## config.mk

```make
export PLATFORM = sky130hd
export DESIGN_NAME = uart_receive_core
export DESIGN_NICKNAME = d
export VERILOG_FILES = /design/src/rtl/uart_rx_pkg.sv /design/src/rtl/uart_rx_sync.sv /design/src/rtl/uart_receive_core.sv
export SDC_FILE = /design/constraint.sdc
export NUM_CORES = 1
export LEC_CHECK = 0
export CAP_MARGIN = 10
export CORE_MARGIN = 2
export CORE_UTILIZATION = 50
export CTS_CLUSTER_SIZE = 10
export DETAILED_ROUTE_END_ITERATION = 16
export PLACE_DENSITY = 0.78
export SYNTH_ARGS = -nofsm -noshare
export SYNTH_HDL_FRONTEND = slang
export SYNTH_SLANG_ARGS = --single-unit
```

## constraint.sdc

```tcl
create_clock -name sys_clk -period 1.5 [get_ports sys_clk]
set_input_delay 0.375 -clock sys_clk [delete_from_list [all_inputs] [get_ports sys_clk]]
set_output_delay 0.375 -clock sys_clk [all_outputs]
set_load 0.02 [all_outputs]
```

## src/rtl/uart_rx_pkg.sv

```systemverilog
// Shared definitions for the UART receive engine: state encoding, data-length
// codes, oversample tick positions and the character right-justify helper.
package uart_rx_pkg;

   localparam logic [2:0] ENC_IDLE   = 3'd0;
   localparam logic [2:0] ENC_START  = 3'd1;
   localparam logic [2:0] ENC_DATA   = 3'd2;
   localparam logic [2:0] ENC_PARITY = 3'd3;
   localparam logic [2:0] ENC_STOP   = 3'd4;

   typedef enum logic [2:0] {
      IDLE   = ENC_IDLE,
      START  = ENC_START,
      DATA   = ENC_DATA,
      PARITY = ENC_PARITY,
      STOP   = ENC_STOP
   } rx_state_t;

   localparam logic [1:0] LEN_5 = 2'b00;
   localparam logic [1:0] LEN_6 = 2'b01;
   localparam logic [1:0] LEN_7 = 2'b10;
   localparam logic [1:0] LEN_8 = 2'b11;

   localparam logic [3:0] START_SAMPLE_TICK = 4'd7;
   localparam logic [3:0] BIT_SAMPLE_TICK   = 4'd15;

   // Data enters the shift register at the MSB, so a short character sits in
   // the upper bits and must be moved down by the number of unused bits.
   function automatic logic [7:0] right_justify(input logic [7:0] shift,
                                                input logic [1:0] len);
      logic [1:0] gap;
      gap = LEN_8 - len;
      return shift >> gap;
   endfunction

endpackage

```

## src/rtl/uart_rx_sync.sv

```systemverilog
// Multi-flop synchroniser for the asynchronous serial line; resets to the
// idle (high) level so a reset never looks like a start bit.
module uart_rx_sync
   import uart_rx_pkg::*;
#(
   parameter int SYNC_STAGES = 2
) (
   input  logic sys_clk,
   input  logic rst_b,
   input  logic async_in,
   output logic sync_out
);

   logic [SYNC_STAGES-1:0] stages;

   always_ff @(posedge sys_clk or negedge rst_b) begin
      if (!rst_b) begin
         stages <= '1;
      end else begin
         stages <= {stages[SYNC_STAGES-2:0], async_in};
      end
   end

   assign sync_out = stages[SYNC_STAGES-1];

endmodule

```

## src/rtl/uart_receive_core.sv

```systemverilog
// 16x-oversampling UART receiver: start-bit qualification, 5-8 data bits,
// optional parity, one checked stop bit, and a single-entry holding register.
module uart_receive_core
   import uart_rx_pkg::*;
#(
   parameter int SYNC_STAGES = 2
) (
   input  logic       sys_clk,
   input  logic       rst_b,
   input  logic       receive_clk_en,
   input  logic       uart_rxd,
   input  logic [1:0] ctrl_data_len,
   input  logic       ctrl_parity_en,
   input  logic       ctrl_parity_even,
   input  logic       rbr_read,
   output logic [7:0] rx_data,
   output logic       rx_data_vld,
   output logic       rx_parity_err,
   output logic       rx_frame_err,
   output logic       rx_overrun_err,
   output logic       rx_busy
);

   logic       rxd_s;
   rx_state_t  state;
   logic [3:0] tick_cnt;
   logic [2:0] bit_cnt;
   logic [7:0] shift_reg;
   logic [1:0] frame_len;
   logic       frame_par_en;
   logic       frame_par_even;
   logic       frame_perr;
   logic [2:0] last_bit;

   uart_rx_sync #(
      .SYNC_STAGES(SYNC_STAGES)
   ) u_sync (
      .sys_clk (sys_clk),
      .rst_b   (rst_b),
      .async_in(uart_rxd),
      .sync_out(rxd_s)
   );

   assign last_bit = 3'd4 + {1'b0, frame_len};

   // The read strobe clears the holding register first; a completion on the
   // same cycle overrides it, so a coincident read hands over the new character.
   always_ff @(posedge sys_clk or negedge rst_b) begin
      if (!rst_b) begin
         state          <= IDLE;
         tick_cnt       <= '0;
         bit_cnt        <= '0;
         shift_reg      <= '0;
         frame_len      <= LEN_8;
         frame_par_en   <= 1'b0;
         frame_par_even <= 1'b0;
         frame_perr     <= 1'b0;
         rx_data        <= '0;
         rx_data_vld    <= 1'b0;
         rx_parity_err  <= 1'b0;
         rx_frame_err   <= 1'b0;
         rx_overrun_err <= 1'b0;
         rx_busy        <= 1'b0;
      end else begin
         if (rbr_read) begin
            rx_data_vld    <= 1'b0;
            rx_parity_err  <= 1'b0;
            rx_frame_err   <= 1'b0;
            rx_overrun_err <= 1'b0;
         end
         if (receive_clk_en) begin
            tick_cnt <= tick_cnt + 4'd1;
            unique case (state)
               IDLE: begin
                  if (!rxd_s) begin
                     state          <= START;
                     tick_cnt       <= '0;
                     frame_len      <= ctrl_data_len;
                     frame_par_en   <= ctrl_parity_en;
                     frame_par_even <= ctrl_parity_even;
                     rx_busy        <= 1'b1;
                  end
               end
               START: begin
                  if (tick_cnt == START_SAMPLE_TICK) begin
                     if (!rxd_s) begin
                        state      <= DATA;
                        tick_cnt   <= '0;
                        bit_cnt    <= '0;
                        shift_reg  <= '0;
                        frame_perr <= 1'b0;
                     end else begin
                        state   <= IDLE;
                        rx_busy <= 1'b0;
                     end
                  end
               end
               DATA: begin
                  if (tick_cnt == BIT_SAMPLE_TICK) begin
                     shift_reg <= {rxd_s, shift_reg[7:1]};
                     bit_cnt   <= bit_cnt + 3'd1;
                     if (bit_cnt == last_bit) begin
                        state <= frame_par_en ? PARITY : STOP;
                     end
                  end
               end
               PARITY: begin
                  if (tick_cnt == BIT_SAMPLE_TICK) begin
                     frame_perr <= (^shift_reg) ^ rxd_s ^ ~frame_par_even;
                     state      <= STOP;
                  end
               end
               STOP: begin
                  if (tick_cnt == BIT_SAMPLE_TICK) begin
                     state   <= IDLE;
                     rx_busy <= 1'b0;
                     if (!rx_data_vld || rbr_read) begin
                        rx_data        <= right_justify(shift_reg, frame_len);
                        rx_data_vld    <= 1'b1;
                        rx_parity_err  <= frame_perr;
                        rx_frame_err   <= ~rxd_s;
                        rx_overrun_err <= 1'b0;
                     end else begin
                        rx_overrun_err <= 1'b1;
                     end
                  end
               end
               default: begin
                  state   <= IDLE;
                  rx_busy <= 1'b0;
               end
            endcase
         end
      end
   end

endmodule

```

# == Yosys cells after proc, flatten, opt, wreduce, memory -nomap -nowiden ==
# Cells that the tools add are included.
# totals
reg_bits,38
output_inout_bits,13
word_cells,102
# op_classes
add_sub_neg,4
n_eq_ne,15
shifts,1
mux,49
bitwise,5
n_reduce_logical,13
# op_table
op,count
$mux 3,10
$mux 1,27
$mux 8,3
$pmux 8 s2,1
$pmux 3 s5,1
$ne 2x2->1 const B,7
$reduce_and 5->1,2
$mux 4,2
$pmux 4 s2,1
$reduce_xor 8->1,1
$shr 8x2->8,1
$reduce_and 7->1,1
$eq 3x2->1 const B,2
$pmux 3 s2,1
$reduce_and 6->1,1
$add 4x1->4 const B,1
$eq 4x3->1 const B,1
$eq 4x4->1 const B,1
$pmux 1 s4,1
$reduce_and 4->1,1
$reduce_bool 2->1,2
$add 3x1->3 const B,1
$add 3x2->3 const A,1
$eq 3x1->1 const B,1
other kinds (13),16

# == Depth between registers and ports, before layout ==
# depth
word_depth,6
depth_mapped,7
depth_no_buf,5

# == Hierarchy ==
# A second synthesis with hierarchy kept.
# hier_totals
hier_cells,196
hier_area_um2,2059.5
# modules_own_cells
module,instances,cells_each,area_per_inst_um2,seq_area_each_um2
uart_receive_core,1,194,2006.9,903.4
uart_rx_sync,1,2,52.6,52.6

# == Worst setup path before layout ==
# No wires, ideal clock.
# synth_timing
path_kind,reg-to-reg
startpoint,register tick_cnt[0]
endpoint,register bit_cnt[0]
setup_ns,0.125
t_arrival_ns,1.488
t_required_ns,1.375
slack_ns,-0.113
path_stages_with_launch,6
path_buffers,0
synth_period_minus_slack_ns,1.613
path_cell_list,dfrtp_1 > ha_1 > and3_1 > a22o_1 > nand2_4 > mux2_4
# synth_between
elab_chain_cells,3
# synth_lines
element,line,source
start: declaration,uart_receive_core.sv:26,logic [3:0] tick_cnt;
start signal: assignment,uart_receive_core.sv:72,tick_cnt <= tick_cnt + 4'd1;
$eq 4x4->1 or $eq 4x3->1 (tied branches),"uart_receive_core.sv:99, uart_receive_core.sv:85",
$ne 2x2->1 (no source line),--,
$reduce_and 5->1 (no source line) (*),--,
end signal: assignment,uart_receive_core.sv:101,bit_cnt <= bit_cnt + 3'd1;
end: declaration,uart_receive_core.sv:27,logic [2:0] bit_cnt;
# Mark *: on every way between the ends. The rest lies on a longest branch, timed or not.
# A chain may end at the register's enable or synchronous reset.

# == Final worst setup path ==
# layout_timing
startpoint,register tick_cnt[0]
endpoint,register shift_reg[5]
# layout_between
elab_chain_cells,3
# layout_lines
element,line,source
$eq 4x4->1 or $eq 4x3->1 (tied branches),"uart_receive_core.sv:99, uart_receive_core.sv:85",
$ne 2x2->1 (no source line),--,
$reduce_and 5->1 (no source line) (*),--,
end signal: assignment,uart_receive_core.sv:100,"shift_reg <= {rxd_s, shift_reg[7:1]};"
end: declaration,uart_receive_core.sv:28,logic [7:0] shift_reg;
# Marks and branches as above.

==> out/metrics.yaml <==
slowest_stage: "dfrtp_1"
hp-class: "primary input to asynchronous set/reset pin"
fin_tns_setup_ns: -1.544
ios: 22
cts_sinks: 38
drive_above_1_share_pct: 36.26
fin_nets: 272
finalWirelength_um: 5407
critPathTopFamily: "flip-flops"
clock_latency_ns: 0.29
finalSetupViolCount: 22
synth_cells: 193
tightest_slew_ns: 0.4435
path_cells: "ha_4 -> and3_4 -> a22o_1 -> nand2_4 -> buf_12 -> mux2i_1"
clock_path_buffers: 2
ir_drop_uv: 915.7
wl_met3_um: 252
critical_path_required_ns: 1.69
outcome: "complete, but fails checks"
rows: 23
diodes: 0
regArea_um2: 959.7
skew_ns: 0.007517
overflow: 0
crit_path_max_incr_delay_ns: 0.44
io_buffers: 21
ys_seq_area_share_pct: 46.50
fmax_mhz: 607.4
syn_avg_cell_area_um2: 10.65
timing.final.crit_share_pct: 109.8
place_hpwl_um: 3003
drc: 0
hold_violations: 0
firstDrtPassIters: 4
cp_num_buf_inv: 1
synth_fp_nets: 204
cts_tree: "yes"
syn2layout_area_growth_pct: 42.48
maxSlewViolCount: 0
grt_pass1_wl_um: 6720
chipWidth_um: 68.12
grt.total_usage_pct: 19.87
synth.ff_latch_count: 38
dpl_worst_slack_ns: -0.3476
hold_slack_ns: 0.02117
finalCoreUtilization_pct: 73.76
fp.dieH_um: 68.12
routedWlPerCell_um: 17.33
core_um2: 3971
path_clk_slew_ns: 0.07
ys_warn_count: 0
synth-async-reset-ratio_pct: 100.0
rsz0062_at_grt: "yes"
fin_crit_ns: 1.646
relSlewSlack_pct: 70.44
gp_congestion: 0.8515
startpoint_type: "register"
numCtsBuffers: 5
dr.first_iter.drc_count: 194
fin_cells: 312
synth_ff_type: "dfrtp_1"
ant_nets: 0
num_vias: 1788
synth_edf_count: 0
die_area_um2: 4640
drv_cap: 0
grt_max_degree: 21
crit_type: "register to register"
wl_met2_um: 2692
nFillCells: 251
ys_types: 51
cts_htree_levels: 2
dpl.cell_count: 285
p_leak_nw: 1.514
violations: "setup timing"
setup_slack_ns: -0.1463
first_global_vias: 1508
root_buffer: "clkbuf_8"
maxUsedRoutingLayer: "met4"
viasPerCell: 5.731
arrival_ns: 1.84
p_per_area_nw_per_um2: 1565
hold_buffers: 0
initial_utilization_pct: 51.76
crit_path_max_fanout: 8
multi_input_area_um2: 1155
synth_area_um2: 2056
end_kind: "register"
met1_length_um: 2340
antenna_found_initial: 0
==> area by class of cell <==
type / count / area share [%]
inverter: 12 / 1.538
multi-input combinational: 135 / 39.43
clock buffer: 8 / 2.734
sequential: 38 / 32.76
timing repair buffer: 69 / 21.40
tap: 50 / 2.136
==> power breakdown <==
part	total (W)	leakage, nW	internal (W)	switching (W)
sequential	0.00164	0.461	0.00128	0.000352
combinational	0.00228	1.01	0.00128	0.00100
clock	0.000668	0.0395	0.000330	0.000338
==> final timing paths <==
check                                 start  slack, ns               end  cells after the start
max                             tick_cnt[0]      -0.15      shift_reg[5]                      6
min                                   rst_b       0.02          state[2]                      1
max reg2reg                     tick_cnt[0]      -0.15      shift_reg[5]                      6
min reg2reg                u_sync.stages[0]       0.36  u_sync.stages[1]                      0
max in group asynchronous             rst_b       0.94      frame_len[1]                      2
min in group sys_clk       u_sync.stages[0]       0.36  u_sync.stages[1]                      0
==> synth_stat cells (2+ instances only) <==
master | n | area [um2]
mux2i_1 | 14 | 140.1
ha_1 | 2 | 25.02
nand4_1 | 4 | 25.02
a41oi_1 | 2 | 17.52
nor3_1 | 2 | 10.01
mux2_2 | 8 | 90.09
a21oi_1 | 2 | 10.01
o31ai_1 | 2 | 15.01
o21ai_1 | 5 | 25.02
nand2b_1 | 6 | 37.54
nor2b_1 | 3 | 18.77
xnor2_1 | 9 | 78.83
nand2_1 | 23 | 86.33
o21ai_0 | 9 | 45.04
and3_1 | 3 | 18.77
dfstp_2 | 4 | 105.1
o2bb2ai_1 | 2 | 17.52
a31oi_1 | 2 | 12.51
nand3b_1 | 4 | 30.03
inv_1 | 12 | 45.04
dfrtp_1 | 34 | 850.8
nor2_1 | 5 | 18.77
buf_2 | 6 | 30.03
o211ai_1 | 3 | 22.52
==> cells by family after synthesis <==
logic type | after synthesis | share of synthesized area (%)
muxes | 23 | 11.93
and+or+nand+nor | 59 | 16.98
AOI/OAI and AO/OA | 39 | 13.27
buffers and inverters | 21 | 4.747
xor gates and xnor gates | 11 | 5.356
DFF | 38 | 46.50
adders and majority gates | 2 | 1.217
==> per-layer routing <==
| layer | vias to the layer above | global-route usage, % |
|---|---|---|
| met5 | - | 0 |
| met4 | 0 | 8.500 |
| met3 | 13 | 3.289 |
| met2 | 77 | 32.52 |
| met1 | 880 | 25.95 |
| li1 | 818 | - |
==> cell usage in the layout, fill, tap and decap left out, types with 5 or more instances in the layout <==
| cell type | n |
|---|---|
| mux2_4 | 5 |
| nand2_1 | 22 |
| xnor2_1 | 7 |
| dfrtp_1 | 31 |
| clkbuf_8 | 5 |
| o21ai_1 | 10 |
| dlygate4sd2_1 | 14 |
| mux2i_1 | 11 |
| clkdlybuf4s50_1 | 6 |
| inv_1 | 12 |
| buf_4 | 40 |
==> repair_timing <==
item	4_1_cts	5_1_grt
pin swaps	2	10
setup endpoints to repair	31	34
gates cloned	0	2
setup buffers	5	12
gates resized for setup	19	29
==> metrics by stage <==
stage | cell area, um2 | total power (W)
detailed placement | 2557 | 0.003314
global route | 2929 | 0.004832
global placement | 2557 | 0.003282
CTS | 2679 | 0.004018
finish | 2929 | 0.004584
floorplan | 2079 | 0.002705
No activity file was read; power rests on OpenSTA's default activity.
